<file path="config.mk">
export PLATFORM = sky130hd
export DESIGN_NAME = mips_prog_loader_flat
export DESIGN_NICKNAME = d
export VERILOG_FILES = /design/src/rtl/mips_prog_loader_pkg.sv /design/src/rtl/mips_prog_loader_if.sv /design/src/rtl/mips_prog_loader_word_pack.sv /design/src/rtl/mips_prog_loader.sv /design/src/flat_wrapper.sv
export SDC_FILE = /design/constraint.sdc
export NUM_CORES = 1
export LEC_CHECK = 0
export CAP_MARGIN = 20
export CORE_MARGIN = 2
export CORE_UTILIZATION = 45
export DETAILED_ROUTE_END_ITERATION = 8
export PLACE_DENSITY = 0.7
export SLEW_MARGIN = 20
export SYNTH_ARGS = -nofsm -noshare
export SYNTH_HDL_FRONTEND = slang
export SYNTH_HIERARCHICAL = 1
export SYNTH_SLANG_ARGS = --single-unit
</file>
<file path="constraint.sdc">
create_clock -name clk1 -period 2.56 [get_ports clk1]
set_input_delay 0.768 -clock clk1 [delete_from_list [all_inputs] [get_ports clk1]]
set_output_delay 0.768 -clock clk1 [all_outputs]
set_load 0.1 [all_outputs]
</file>
<file path="src/rtl/mips_prog_loader_pkg.sv">
// Shared types and constants for the MIPS program loader.
package mips_loader_pkg;

  localparam int HDR_BYTES      = 4;
  localparam int BYTES_PER_WORD = 4;
  localparam int WORD_W         = 32;

  typedef enum logic [2:0] {
    H_ADDR_HI,
    H_ADDR_LO,
    H_CNT_HI,
    H_CNT_LO,
    PAYLOAD,
    CSUM,
    START
  } state_t;

  // Total bytes on the wire for a frame carrying cnt words.
  function automatic int frame_bytes(input logic [15:0] cnt, input bit with_csum);
    return HDR_BYTES + BYTES_PER_WORD * int'(cnt) + (with_csum ? 1 : 0);
  endfunction

endpackage

</file>
<file path="src/rtl/mips_prog_loader_if.sv">
// Host byte-stream channel: valid/ready handshake, one byte per transfer.
interface mips_prog_loader_if;

  logic [7:0] s_data;
  logic       s_valid;
  logic       s_ready;

  modport master (output s_data, output s_valid, input  s_ready);
  modport slave  (input  s_data, input  s_valid, output s_ready);

endinterface

</file>
<file path="src/rtl/mips_prog_loader_word_pack.sv">
// Packs accepted payload bytes MSB first into 32-bit words; word_valid is a one-cycle pulse.
module loader_word_pack
  import mips_loader_pkg::*;
(
  input  logic              clk1,
  input  logic              rst_n,
  input  logic              byte_valid,
  input  logic [7:0]        byte_data,
  output logic              word_done,
  output logic              word_valid,
  output logic [WORD_W-1:0] word
);

  logic [1:0]        byte_cnt;
  logic [WORD_W-9:0] shift;

  // Combinational: the byte being accepted right now completes a word.
  assign word_done = byte_valid && (byte_cnt == 2'(BYTES_PER_WORD - 1));

  // NOTE: clocked state uses non-blocking assignments so every register samples pre-edge values.
  always_ff @(posedge clk1 or negedge rst_n) begin
    if (!rst_n) begin
      byte_cnt   <= '0;
      shift      <= '0;
      word_valid <= 1'b0;
      word       <= '0;
    end else begin
      word_valid <= word_done;
      if (byte_valid) begin
        byte_cnt <= byte_cnt + 2'd1;
        shift    <= {shift[WORD_W-17:0], byte_data};
        if (word_done) word <= {shift, byte_data};
      end
    end
  end

endmodule

</file>
<file path="src/rtl/mips_prog_loader.sv">
// Program loader for the pipelined MIPS core: parses a framed byte stream, writes words, starts the core.
// Define MIPS_LOADER_CHECKSUM_EN to require and verify a trailing XOR checksum byte per frame.
module mips_prog_loader
  import mips_loader_pkg::*;
#(
  parameter int ADDR_W = 10
) (
  input  logic                clk1,
  input  logic                rst_n,
  mips_prog_loader_if.slave   host,
  output logic                mem_we,
  output logic [ADDR_W-1:0]   mem_addr,
  output logic [WORD_W-1:0]   mem_wdata,
  output logic                cpu_halt,
  output logic                cpu_start,
  output logic [ADDR_W-1:0]   start_pc,
  output logic                busy,
  output logic                err
);

`ifdef MIPS_LOADER_CHECKSUM_EN
  localparam state_t POST_DATA = CSUM;
`else
  localparam state_t POST_DATA = START;
`endif

  state_t            state, state_nx;
  logic              accept;
  logic              payload_byte;
  logic              word_done;
  logic              last_word;
  logic [7:0]        addr_hi;
  logic [7:0]        cnt_hi;
  logic [15:0]       words_left;
  logic [ADDR_W-1:0] load_addr;

`ifdef MIPS_LOADER_CHECKSUM_EN
  logic [7:0] csum;
  logic       csum_bad;
  logic       err_q;
`endif

  assign host.s_ready = (state != START);
  assign accept       = host.s_valid && host.s_ready;
  assign payload_byte = accept && (state == PAYLOAD);
  assign last_word    = word_done && (words_left == 16'd1);
  assign cpu_start    = (state == START);
  assign start_pc     = load_addr;

  loader_word_pack u_pack (
    .clk1       (clk1),
    .rst_n      (rst_n),
    .byte_valid (payload_byte),
    .byte_data  (host.s_data),
    .word_done  (word_done),
    .word_valid (mem_we),
    .word       (mem_wdata)
  );

  always_ff @(posedge clk1 or negedge rst_n) begin
    if (!rst_n) state <= H_ADDR_HI;
    else        state <= state_nx;
  end

  // NOTE: state_nx gets its default before the case so no path leaves it unassigned (no latch).
  always_comb begin
    state_nx = state;
    case (state)
      H_ADDR_HI: if (accept) state_nx = H_ADDR_LO;
      H_ADDR_LO: if (accept) state_nx = H_CNT_HI;
      H_CNT_HI:  if (accept) state_nx = H_CNT_LO;
      H_CNT_LO:  if (accept) state_nx = ({cnt_hi, host.s_data} == 16'd0) ? POST_DATA : PAYLOAD;
      PAYLOAD:   if (last_word) state_nx = POST_DATA;
`ifdef MIPS_LOADER_CHECKSUM_EN
      CSUM:      if (accept) state_nx = csum_bad ? H_ADDR_HI : START;
`endif
      START:     state_nx = H_ADDR_HI;
      default:   state_nx = H_ADDR_HI;
    endcase
  end

  always_ff @(posedge clk1 or negedge rst_n) begin
    if (!rst_n) begin
      addr_hi    <= '0;
      cnt_hi     <= '0;
      words_left <= '0;
      load_addr  <= '0;
      mem_addr   <= '0;
      busy       <= 1'b0;
      cpu_halt   <= 1'b1;
    end else begin
      if (accept && state == H_ADDR_HI) begin
        addr_hi  <= host.s_data;
        busy     <= 1'b1;
        cpu_halt <= 1'b1;
      end
      if (accept && state == H_ADDR_LO) load_addr <= ADDR_W'({addr_hi, host.s_data});
      if (accept && state == H_CNT_HI)  cnt_hi    <= host.s_data;
      if (accept && state == H_CNT_LO) begin
        words_left <= {cnt_hi, host.s_data};
        mem_addr   <= load_addr;
      end
      if (word_done) words_left <= words_left - 16'd1;
      // Address steps after each write strobe, wrapping naturally at 2^ADDR_W.
      if (mem_we) mem_addr <= mem_addr + ADDR_W'(1);
      if (state_nx == START) begin
        busy     <= 1'b0;
        cpu_halt <= 1'b0;
      end
`ifdef MIPS_LOADER_CHECKSUM_EN
      if (accept && state == CSUM && csum_bad) busy <= 1'b0;
`endif
    end
  end

`ifdef MIPS_LOADER_CHECKSUM_EN
  assign csum_bad = (host.s_data != csum);

  // Running XOR restarts with the first header byte; err is sticky until the next frame begins.
  always_ff @(posedge clk1 or negedge rst_n) begin
    if (!rst_n) begin
      csum  <= '0;
      err_q <= 1'b0;
    end else if (accept) begin
      if (state == H_ADDR_HI) begin
        csum  <= host.s_data;
        err_q <= 1'b0;
      end else if (state == CSUM) begin
        if (csum_bad) err_q <= 1'b1;
      end else begin
        csum <= csum ^ host.s_data;
      end
    end
  end

  assign err = err_q;
`else
  assign err = 1'b0;
`endif

endmodule

</file>
<file path="src/flat_wrapper.sv">
// flat-port wrapper written by rule: the top's interface ports become plain ports
module mips_prog_loader_flat import mips_loader_pkg::*;
#(
  parameter int ADDR_W = 10
)
  (clk1, rst_n, mem_we, mem_addr, mem_wdata, cpu_halt, cpu_start, start_pc, busy, err, host_s_data, host_s_valid, host_s_ready);
  mips_prog_loader_if host_i ();
  input  logic clk1;
  input  logic rst_n;
  output logic mem_we;
  output logic [ADDR_W-1:0] mem_addr;
  output logic [WORD_W-1:0] mem_wdata;
  output logic cpu_halt;
  output logic cpu_start;
  output logic [ADDR_W-1:0] start_pc;
  output logic busy;
  output logic err;
  input wire logic [$bits(host_i.s_data)-1:0] host_s_data;
  input wire logic [$bits(host_i.s_valid)-1:0] host_s_valid;
  output wire logic [$bits(host_i.s_ready)-1:0] host_s_ready;
  assign host_i.s_data = host_s_data;
  assign host_i.s_valid = host_s_valid;
  assign host_s_ready = host_i.s_ready;
  mips_prog_loader #(.ADDR_W(ADDR_W)) u_core (.clk1(clk1), .rst_n(rst_n), .host(host_i), .mem_we(mem_we), .mem_addr(mem_addr), .mem_wdata(mem_wdata), .cpu_halt(cpu_halt), .cpu_start(cpu_start), .start_pc(start_pc), .busy(busy), .err(err));
endmodule
</file>
==> run_results.csv, run 1 <==
group,metric,value,unit
status,status,"finished clean",
die,core_area,10800,um^2
finish,final_common_cell,"dfrtp_1",
die,initial_core_util,0.458,
synthesis,synth_area,4950,um^2
synthesis,synthArstFlopShare,1.00,
route,antenna_left,0,
timing,finalCritPeriodShare,0.926,
timing,finalSetupViolCount,0,
route,drcViolationCount,0,
clock_network,clock_sinks,110,
route,wirelength,10.9,mm
finish,area_growth,22.4,%
min_path,hp-class,"input port to asynchronous set/reset pin",
route,num_vias,3434,
route,drt_iter0_markers,265,
die,rows,38,
finish,post-route-cell-area,6060,um^2
worst_setup_path,crit_top_cell,"inv_1",
clock_network,cts_made_buffers,9,
synthesis,yosys-top-cells-area,"dfrtp_1, mux2_2, mux2_4",
global_route,grt-ovfl-total,0,
worst_setup_path,cp_max_fo,8,
pwr,ir_drop,0.00128,V
worst_setup_path,worst_ep_required_time,2.88,ns
die,dieArea,11900,um^2
finish,finalNetCount,496,
placed_design,placedCellCount,610,
timing,whs,0.376,ns
worst_setup_path,cp_slowest_cell,"or4_2",
die,die_w,109,um
synthesis,yosysTopAreaCellShare,0.551,
worst_setup_path,crit_arrival,2.69,ns
synthesis,synthCells,387,
timing,rsz0062_at_grt,"false",
placed_design,place_ws,-0.251,ns
die,die_y,109,um
route,viasPerCell,5.49,
global_route,antenna_found_initial,0,
global_route,grt_max_degree,44,
finish,final_cells,625,
timing,clock_skew,0.00875,ns
timing,max_freq,422,MHz
clock_network,cts_buffer_depth,2,
timing,hold_viol,0,
die,io_pins,69,
timing,final.setup.worst_slack,0.190,ns
worst_setup_path,worstPathCellList,"clkdlybuf4s50_1, inv_1, nor4_2, buf_4, nand2_4, inv_1, buf_4, inv_1, or4_2, nand3_1",
finish,drive_above_1_share,0.412,
synthesis,syn_area_per_cell,12.8,um^2
worst_setup_path,cp-start-kind,"input port",
global_route,grt_pass1_wl,17.7,mm
timing,drv_slew,0,
synthesis,synth-edff-count,0,
global_route,grt_pass1_vias,3394,
worst_setup_path,critPathTopFamily,"buffers and inverters",
timing,fin_crit,2.37,ns
route,wl_per_cell,17.5,um
placed_design,dpl_cell_area,5880,um^2
finish,insertedDiodeCount,0,
finish,final_cell_mix,"dfrtp_1, buf_4, mux2_2",
worst_setup_path,critPathKind,"input port to flop",
worst_setup_path,max_stage_delay,0.66,ns
route,drtPass1Iterations,5,
synthesis,ys_warn_count,6,
synthesis,synth_seq_cells,110,
timing,finalSetupTns,0,ns
job,drv_cap,0,
timing,maxSlewHeadroom,0.610,
synthesis,yosysSeqAreaShare,0.557,
worst_setup_path,setup.worst_path.end_class,"flop",
synthesis,synth.distinct_cells,51,
clock_network,root_buffer,"clkbuf_8",
worst_setup_path,cp_num_buf_inv,6,
synthesis,syn_nets,402,
clock_network,cts_tree,"yes",
placed_design,gp_congestion,0.878,
clock_network,clk_latency,0.38,ns
placed_design,dp_hpwl,7.80,mm
clock_network,ctsHtreeMaxLevel,3,
pwr,power_per_cell_area,1330,nW/um^2
placed_design,portBuffers,67,
pwr,power.leakage,2.92,nW
clock_network,clkSlewWorstSetupHoldPaths,0.10,ns
synthesis,synth_area_leader_cell,"dfrtp_1",
synthesis,synth_flop_cell,"dfrtp_1",
timing,worst_slew_pin_slew,0.581,ns
global_route,grt_use_total,0.197,
[sequential cells by signal (all words and copies together) (netlist names)]
signal	flops
u_core/addr_hi	2
u_core/mem_addr	10
u_core/busy	1
u_core/cpu_halt	1
u_core/start_pc	10
u_core/u_pack/byte_cnt	2
u_core/cnt_hi	8
u_core/u_pack/word	32
u_core/u_pack/word_valid	1
u_core/words_left	16
u_core/u_pack/shift	24
u_core/state	3
[synthesized netlist by cell type, types with 3 or more instances]
cell type  number
dfrtp_1       109
mux2_2         51
nand2_1        32
mux2_4         29
nor2_1         21
inv_1          11
and3_1         10
clkbuf_1       10
a21oi_1         9
nand3_1         9
nor4_1          7
nor3_1          6
nand4_1         5
o21ai_0         5
xor2_1          5
a211oi_1        4
a31oi_1         4
buf_6           4
ha_1            4
o211ai_1        4
or4_2           4
a311oi_1        3
buf_4           3
o311ai_0        3
xnor2_1         3
[cells by family (layout without fill, tap and decap cells)]
logic type	after synthesis	in the layout	synth area share
AO/OA/AOI/OAI	40	40	0.0551
XOR/XNOR	8	8	0.0142
adder cells (fa/ha/maj)	4	4	0.0101
buffers and inverters	28	126	0.0296
flip-flops	110	110	0.557
multiplexers	82	82	0.208
other	1	1	0.000758
AND/OR/NAND/NOR	114	114	0.126
[repair_timing]
action	4_1_cts	5_1_grt
gates resized for setup	0	1
endpoints found under the setup margin	0	1
buffers inserted	0	0
hold buffers	0	0
[worst paths after layout]
path	startpoint	endpoint	slack, ns	cells past startpoint
setup / recovery	host_s_valid	u_core/words_left[13]$_DFFE_PN0P_	0.19	10
hold / removal	rst_n	u_core/u_pack/word[2]$_DFFE_PN0P_	0.38	1
setup reg to reg	u_core/state[2]$_DFF_PN0_	u_core/words_left[13]$_DFFE_PN0P_	0.34	9
hold reg to reg	u_core/u_pack/byte_cnt[0]$_DFFE_PN0P_	u_core/u_pack/byte_cnt[0]$_DFFE_PN0P_	0.50	1
max in group asynchronous	rst_n	u_core/u_pack/shift[9]$_DFFE_PN0P_	1.54	2
min in group clk1	u_core/u_pack/byte_cnt[0]$_DFFE_PN0P_	u_core/u_pack/byte_cnt[0]$_DFFE_PN0P_	0.50	1
[cell type report]
class	instances	area, um^2
clock buffer	9	124
clock inverter	6	57.6
fill	894	4730
inverter	11	45.0
multi-input combinational	249	2050
sequential	110	2750
tap	140	175
timing repair buffer	100	848
[through the flow]
step | power (mW) | utilization
2_1_floorplan | 6.07 | -
4_1_cts | 8.13 | 0.561
6_report | 8.08 | 0.561
3_3_place_gp | 7.01 | 0.545
3_5_place_dp | 7.12 | 0.545
5_1_grt | 8.48 | 0.561
[power breakdown]
group / switching, mW / leakage, nW / internal [mW]
combinational: 2.81 / 1.42 / 1.27
clock: 0.625 / 0.0855 / 0.367
sequential: 0.625 / 1.41 / 2.38
[layer usage]
layer / routed length (um) / global-route usage / part of all wire
met5: 0 / 0 / 0
met4: 163 / 0.0678 / 0.015
met3: 525 / 0.0454 / 0.048
met2: 5230 / 0.304 / 0.48
met1: 5020 / 0.274 / 0.46
(Power assumes the default switching activity.)
==> run 2: changes to the inputs <==
--- a/config.mk
+++ b/config.mk
@@ -6,6 +6,7 @@
 export NUM_CORES = 1
 export LEC_CHECK = 0
 export CAP_MARGIN = 20
+export CORE_ASPECT_RATIO = 2
 export CORE_MARGIN = 2
 export CORE_UTILIZATION = 45
 export DETAILED_ROUTE_END_ITERATION = 8
==> run_results.csv, run 2 (synthesis gave the netlist of run 1 again) <==
group,metric,value,unit
status,status,"finished clean",
timing,hold_viol,0,
finish,final_util,0.573,
clock_network,ctsHtreeMaxLevel,3,
placed_design,dp_hpwl,8.69,mm
global_route,grt_use_total,0.205,
timing,fin_crit,2.42,ns
finish,area_growth,25.2,%
worst_setup_path,crit_arrival,1.65,ns
finish,post-route-cell-area,6200,um^2
finish,largest_reg_flops,32,
timing,clock_skew,0.00673,ns
die,dieArea,11900,um^2
pwr,ir_drop,0.000907,V
die,die_y,152,um
die,initial_core_util,0.458,
finish,final_cell_mix,"dfrtp_1, buf_4, mux2_2",
timing,whs,0.363,ns
clock_network,cts_buffer_depth,2,
route,drtPass1Iterations,5,
worst_setup_path,ff2ff_path_depth,8,
pwr,power_per_cell_area,1390,nW/um^2
worst_setup_path,worst-r2r-setup-slack,0.51,ns
worst_setup_path,rr_startpoint,"u_core/state[1]$_DFF_PN0_",
min_path,hp-class,"input port to asynchronous set/reset pin",
global_route,grt_pass1_vias,3626,
worst_setup_path,critPathKind,"flop to output port",
finish,fillers,906,
placed_design,dpl_cell_area,5870,um^2
worst_setup_path,reg2reg_to,"u_core/words_left[12]$_DFFE_PN0P_",
finish,drive_above_1_share,0.415,
worst_setup_path,worst_ep_required_time,1.79,ns
global_route,grt_pass1_wl,18.6,mm
worst_setup_path,cp-start-kind,"flop",
timing,maxSlewHeadroom,0.602,
worst_setup_path,cp_max_fo,9,
job,drv_cap,0,
timing,finalSetupViolCount,0,
timing,drv_slew,0,
clock_network,cts_hold_buf,0,
die,rows,54,
timing,max_freq,413,MHz
worst_setup_path,startpoint,"u_core/state[0]$_DFF_PN0_",
die,die_w,78.2,um
placed_design,gp_congestion,0.944,
route,wl_per_cell,18.5,um
route,drcViolationCount,0,
finish,regMostFlops,"u_core/u_pack/word",
route,drt_iter0_markers,260,
clock_network,clkSlewWorstSetupHoldPaths,0.07,ns
global_route,antenna_found_initial,0,
timing,finalCritPeriodShare,0.945,
clock_network,cts_made_buffers,9,
clock_network,root_buffer,"clkbuf_16",
finish,finalNetCount,497,
route,viasPerCell,5.51,
global_route,grt-ovfl-total,0,
timing,rsz0062_at_grt,"false",
timing,worst_slew_pin_slew,0.593,ns
placed_design,portBuffers,67,
finish,insertedDiodeCount,0,
clock_network,cts_tree,"yes",
die,core_area,10800,um^2
clock_network,clk_latency,0.35,ns
route,wirelength,11.6,mm
clock_network,clock_sinks,110,
route,antenna_left,0,
global_route,grt_max_degree,45,
clock_network,postCtsSetupBuffers,0,
worst_setup_path,setup.worst_path.end_class,"output port",
route,num_vias,3456,
finish,largestRegisters,"u_core/u_pack/word: 32 flops, u_core/u_pack/shift: 24 flops, u_core/words_left: 16 flops",
finish,final_common_cell,"dfrtp_1",
die,io_pins,69,
pwr,power.leakage,2.99,nW
==> run 2: how the worst max path moves through the flow <==
| stage | endpoint | slack (ns) | depth (start not counted) |
|---|---|---|---|
| finish | cpu_start | 0.14 | 4 |
| global route | u_core/words_left[12]$_DFFE_PN0P_ | 0.03 | 10 |
| CTS | u_core/words_left[12]$_DFFE_PN0P_ | 0.07 | 10 |
| detailed placement | u_core/words_left[12]$_DFFE_PN0P_ | -0.31 | 10 |
| global placement | u_core/words_left[12]$_DFFE_PN0P_ | -0.22 | 9 |
| floorplan | cpu_start | -0.41 | 3 |
==> run 2: where the power goes <==
part           internal [mW]  switching, mW  total, mW
Combinational           1.29           2.86       4.14
Sequential              2.38          0.631       3.01
Clock                  0.825          0.646       1.47
==> run 2: timing repair <==
action / CTS / global route
setup endpoints to repair: 0 / 1
hold endpoints to repair: 0 / 0
resized for setup: 0 / 1
==> run 2: critical path: stages (launching register included) <==
cell,delay (ns)
dfrtp_1,0.44
buf_4,0.19
nand3b_1,0.29
clkinvlp_4,0.20
buf_12,0.18
==> run 2: area by class of cell <==
| class | count | area (um^2) | share of cell area |
|---|---|---|---|
| well taps | 140 | 175 | 0.0283 |
| clock inverters | 5 | 63.8 | 0.0103 |
| flip-flops and latches | 110 | 2750 | 0.444 |
| inverters | 11 | 45.0 | 0.00727 |
| repair buffers | 101 | 843 | 0.136 |
| multi-input cells | 249 | 2060 | 0.333 |
| clock buffers | 11 | 253 | 0.0408 |
==> run 2: per-layer routing <==
layer  part of all wire  wire (um)  global-route usage
met5                  0          0                   0
met4              0.048        558               0.119
met3              0.030        345              0.0367
met2               0.55       6370               0.367
met1               0.37       4340               0.222
==> run 2: metrics by stage <==
stage	instances	setup TNS [ns]	setup WS [ns]	total power [mW]
after detailed placement	611	-1.38	-0.307	7.19
after global routing	627	0	0.0292	9.01
final	627	0	0.141	8.63
after CTS	627	0	0.0721	8.67
after global placement	611	-0.766	-0.218	7.08
after floorplan	387	-1.06	-0.409	6.07
==> run 3: changes to the inputs <==
--- a/config.mk
+++ b/config.mk
@@ -11,6 +11,7 @@
 export CORE_UTILIZATION = 45
 export DETAILED_ROUTE_END_ITERATION = 8
 export PLACE_DENSITY = 0.7
+export SKIP_LAST_GASP = 1
 export SLEW_MARGIN = 20
 export SYNTH_ARGS = -nofsm -noshare
 export SYNTH_HDL_FRONTEND = slang
==> constraint.sdc (replaced) <==
create_clock -name clk1 -period 2.56 [get_ports clk1]
set_input_delay 0.384 -clock clk1 [delete_from_list [all_inputs] [get_ports clk1]]
set_output_delay 0.384 -clock clk1 [all_outputs]
set_load 0.1 [all_outputs]
==> run_results.csv, run 3 (synthesis gave the netlist of run 1 again) <==
group,metric,value,unit
status,status,"finished clean",
worst_setup_path,critPathKind,"flop to flop",
clock_network,cts_tree,"yes",
route,antenna_left,0,
placed_design,dp_hpwl,8.30,mm
finish,seqCellArea,2750,um^2
finish,multiInputGateArea,2050,um^2
route,wl_per_cell,18.3,um
timing,clock_skew,0.00487,ns
worst_setup_path,cp_slowest_cell,"dfrtp_1",
timing,drv_slew,0,
pwr,power.leakage,2.90,nW
route,drt_iter0_markers,182,
worst_setup_path,worstPathCellList,"inv_1, nor4_2, nand2_4, inv_1, nor2b_1, nand4_1, buf_4, o311ai_0, nand3_1",
clock_network,cts_buffer_depth,2,
worst_setup_path,setup.worst_path.end_class,"flop",
finish,finalNetCount,487,
die,io_pins,69,
timing,hold_viol,0,
worst_setup_path,crit_top_cell,"inv_1",
placed_design,portBuffers,67,
finish,regMostFlops,"u_core/u_pack/word",
pwr,cell_internal_pwr,4.28,mW
global_route,grt_max_degree,54,
worst_setup_path,path_depth,9,
pwr,ir_drop,0.00106,V
global_route,antenna_found_initial,0,
worst_setup_path,crit_arrival,2.57,ns
global_route,grt_use_total,0.198,
clock_network,ctsHtreeMaxLevel,3,
timing,rsz0062_at_grt,"false",
route,drcViolationCount,0,
worst_setup_path,cp_max_fo,9,
timing,maxSlewHeadroom,0.547,
finish,area_growth,21.6,%
timing,finalSetupViolCount,0,
worst_setup_path,cp-start-kind,"flop",
placed_design,placedCellCount,600,
finish,drive_above_1_share,0.397,
pwr,p_clk_frac,0.153,
min_path,hold_depth,1,
worst_setup_path,cp_num_buf_inv,3,
timing,finalCritPeriodShare,0.920,
die,dieArea,11900,um^2
clock_network,ctsResizeCount,0,
die,die_w,78.2,um
route,viasPerCell,5.41,
route,drtPass1Iterations,4,
clock_network,root_buffer,"clkbuf_16",
global_route,grt_pass1_vias,3455,
clock_network,cts_made_buffers,9,
clock_network,clk_latency,0.34,ns
die,die_y,152,um
timing,max_freq,424,MHz
placed_design,gp_congestion,0.899,
die,rows,54,
clock_network,clkSlewWorstSetupHoldPaths,0.07,ns
finish,fillers,925,
route,num_vias,3335,
worst_setup_path,critPathTopFamily,"simple AND/OR/NAND/NOR gates",
finish,insertedDiodeCount,0,
die,core_area,10800,um^2
finish,final_cell_mix,"dfrtp_1, buf_4, mux2_2",
job,drv_cap,0,
die,initial_core_util,0.458,
pwr,power.share.sequential,0.362,
timing,final.setup.worst_slack,0.204,ns
finish,final_cells,616,
pwr,comb_power_share,0.485,
global_route,grt-ovfl-total,0,
min_path,hp-class,"flop to flop",
worst_setup_path,ff2ff_path_depth,9,
pwr,sw_frac_of_total,0.485,
pwr,power.switching,4.03,mW
route,wirelength,11.3,mm
worst_setup_path,max_stage_delay,0.50,ns
worst_setup_path,worst_ep_required_time,2.78,ns
finish,final_common_cell,"dfrtp_1",
finish,largestRegisters,"u_core/u_pack/word: 32 flops, u_core/u_pack/shift: 24 flops, u_core/words_left: 16 flops",
timing,worst_slew_pin_slew,0.674,ns
global_route,grt_pass1_wl,18.2,mm
pwr,power_per_cell_area,1380,nW/um^2
finish,largest_reg_flops,32,
placed_design,place_ws,-0.0312,ns
pwr,finalPower,8.31,mW
timing,fin_crit,2.36,ns
clock_network,clock_sinks,110,
## run 3: cell count changes in the layout (fill, tap and decap cells not counted), moves of 2 or more
cell,before,now
buf_4,87,80
buf_12,5,1
clkinv_2,1,3
inv_6,2,0
## run 3: cell type report
type / instances / share of cell area
Clock buffer: 11 / 0.0403
Clock inverter: 4 / 0.00395
Inverter: 11 / 0.00749
Multi-Input combinational cell: 249 / 0.342
Sequential cell: 110 / 0.458
Tap cell: 140 / 0.0291
Timing Repair Buffer: 91 / 0.120
## run 3: through the flow
stage / setup TNS [ns] / utilization / hold slack (ns) / cell area, um^2
after floorplan: -0.599 / - / 0.0884 / 4970
after global placement: 0 / 0.531 / 0.363 / 5740
after detailed placement: -0.0312 / 0.531 / 0.358 / 5740
after CTS: 0 / 0.556 / 0.478 / 6020
after global routing: 0 / 0.556 / 0.497 / 6020
final: 0 / 0.556 / 0.478 / 6020
## run 3: metal layers
metal / GRT usage / up-vias / share of wire
li1: - / 1562 / -
met1: 0.231 / 1684 / 0.39
met2: 0.353 / 66 / 0.55
met3: 0.0249 / 23 / 0.025
met4: 0.0936 / 0 / 0.033
met5: 0 / - / 0
## run 3: path summary, 6_finish.rpt
path                                                       start                                    end  slack [ns]
hold reg to reg            u_core/u_pack/byte_cnt[0]$_DFFE_PN0P_  u_core/u_pack/byte_cnt[0]$_DFFE_PN0P_        0.48
hold / removal             u_core/u_pack/byte_cnt[0]$_DFFE_PN0P_  u_core/u_pack/byte_cnt[0]$_DFFE_PN0P_        0.48
min in group asynchronous                                  rst_n     u_core/u_pack/word[27]$_DFFE_PN0P_        0.53
setup / recovery                       u_core/state[2]$_DFF_PN0_      u_core/words_left[12]$_DFFE_PN0P_        0.20
setup reg to reg                       u_core/state[2]$_DFF_PN0_      u_core/words_left[12]$_DFFE_PN0P_        0.20
max in group asynchronous                                  rst_n       u_core/words_left[0]$_DFFE_PN0P_        1.32
## run 3: worst register-to-register path, delay by kind of cell, from the launching register on
family / cells / cell delay (ns)
AND/OR/NAND/NOR: 5 / 1.00
flip-flops: 1 / 0.50
AO/OA/AOI/OAI: 1 / 0.32
buffers and inverters: 3 / 0.41
## run 3: power groups by stage
stage               clock (mW)  sequential [mW]  combinational (mW)
floorplan                    0             4.73                1.34
finish                    1.27             3.01                4.03
detailed placement           0             3.05                4.04
global route              1.38             3.11                4.24
global placement             0             3.01                3.98
CTS                       1.31             3.02                4.05
## run 3: repair_timing
action / CTS / global route
buffers inserted: 0 / 0
hold buffers: 1 / 0
hold endpoints to repair: 30 / 0
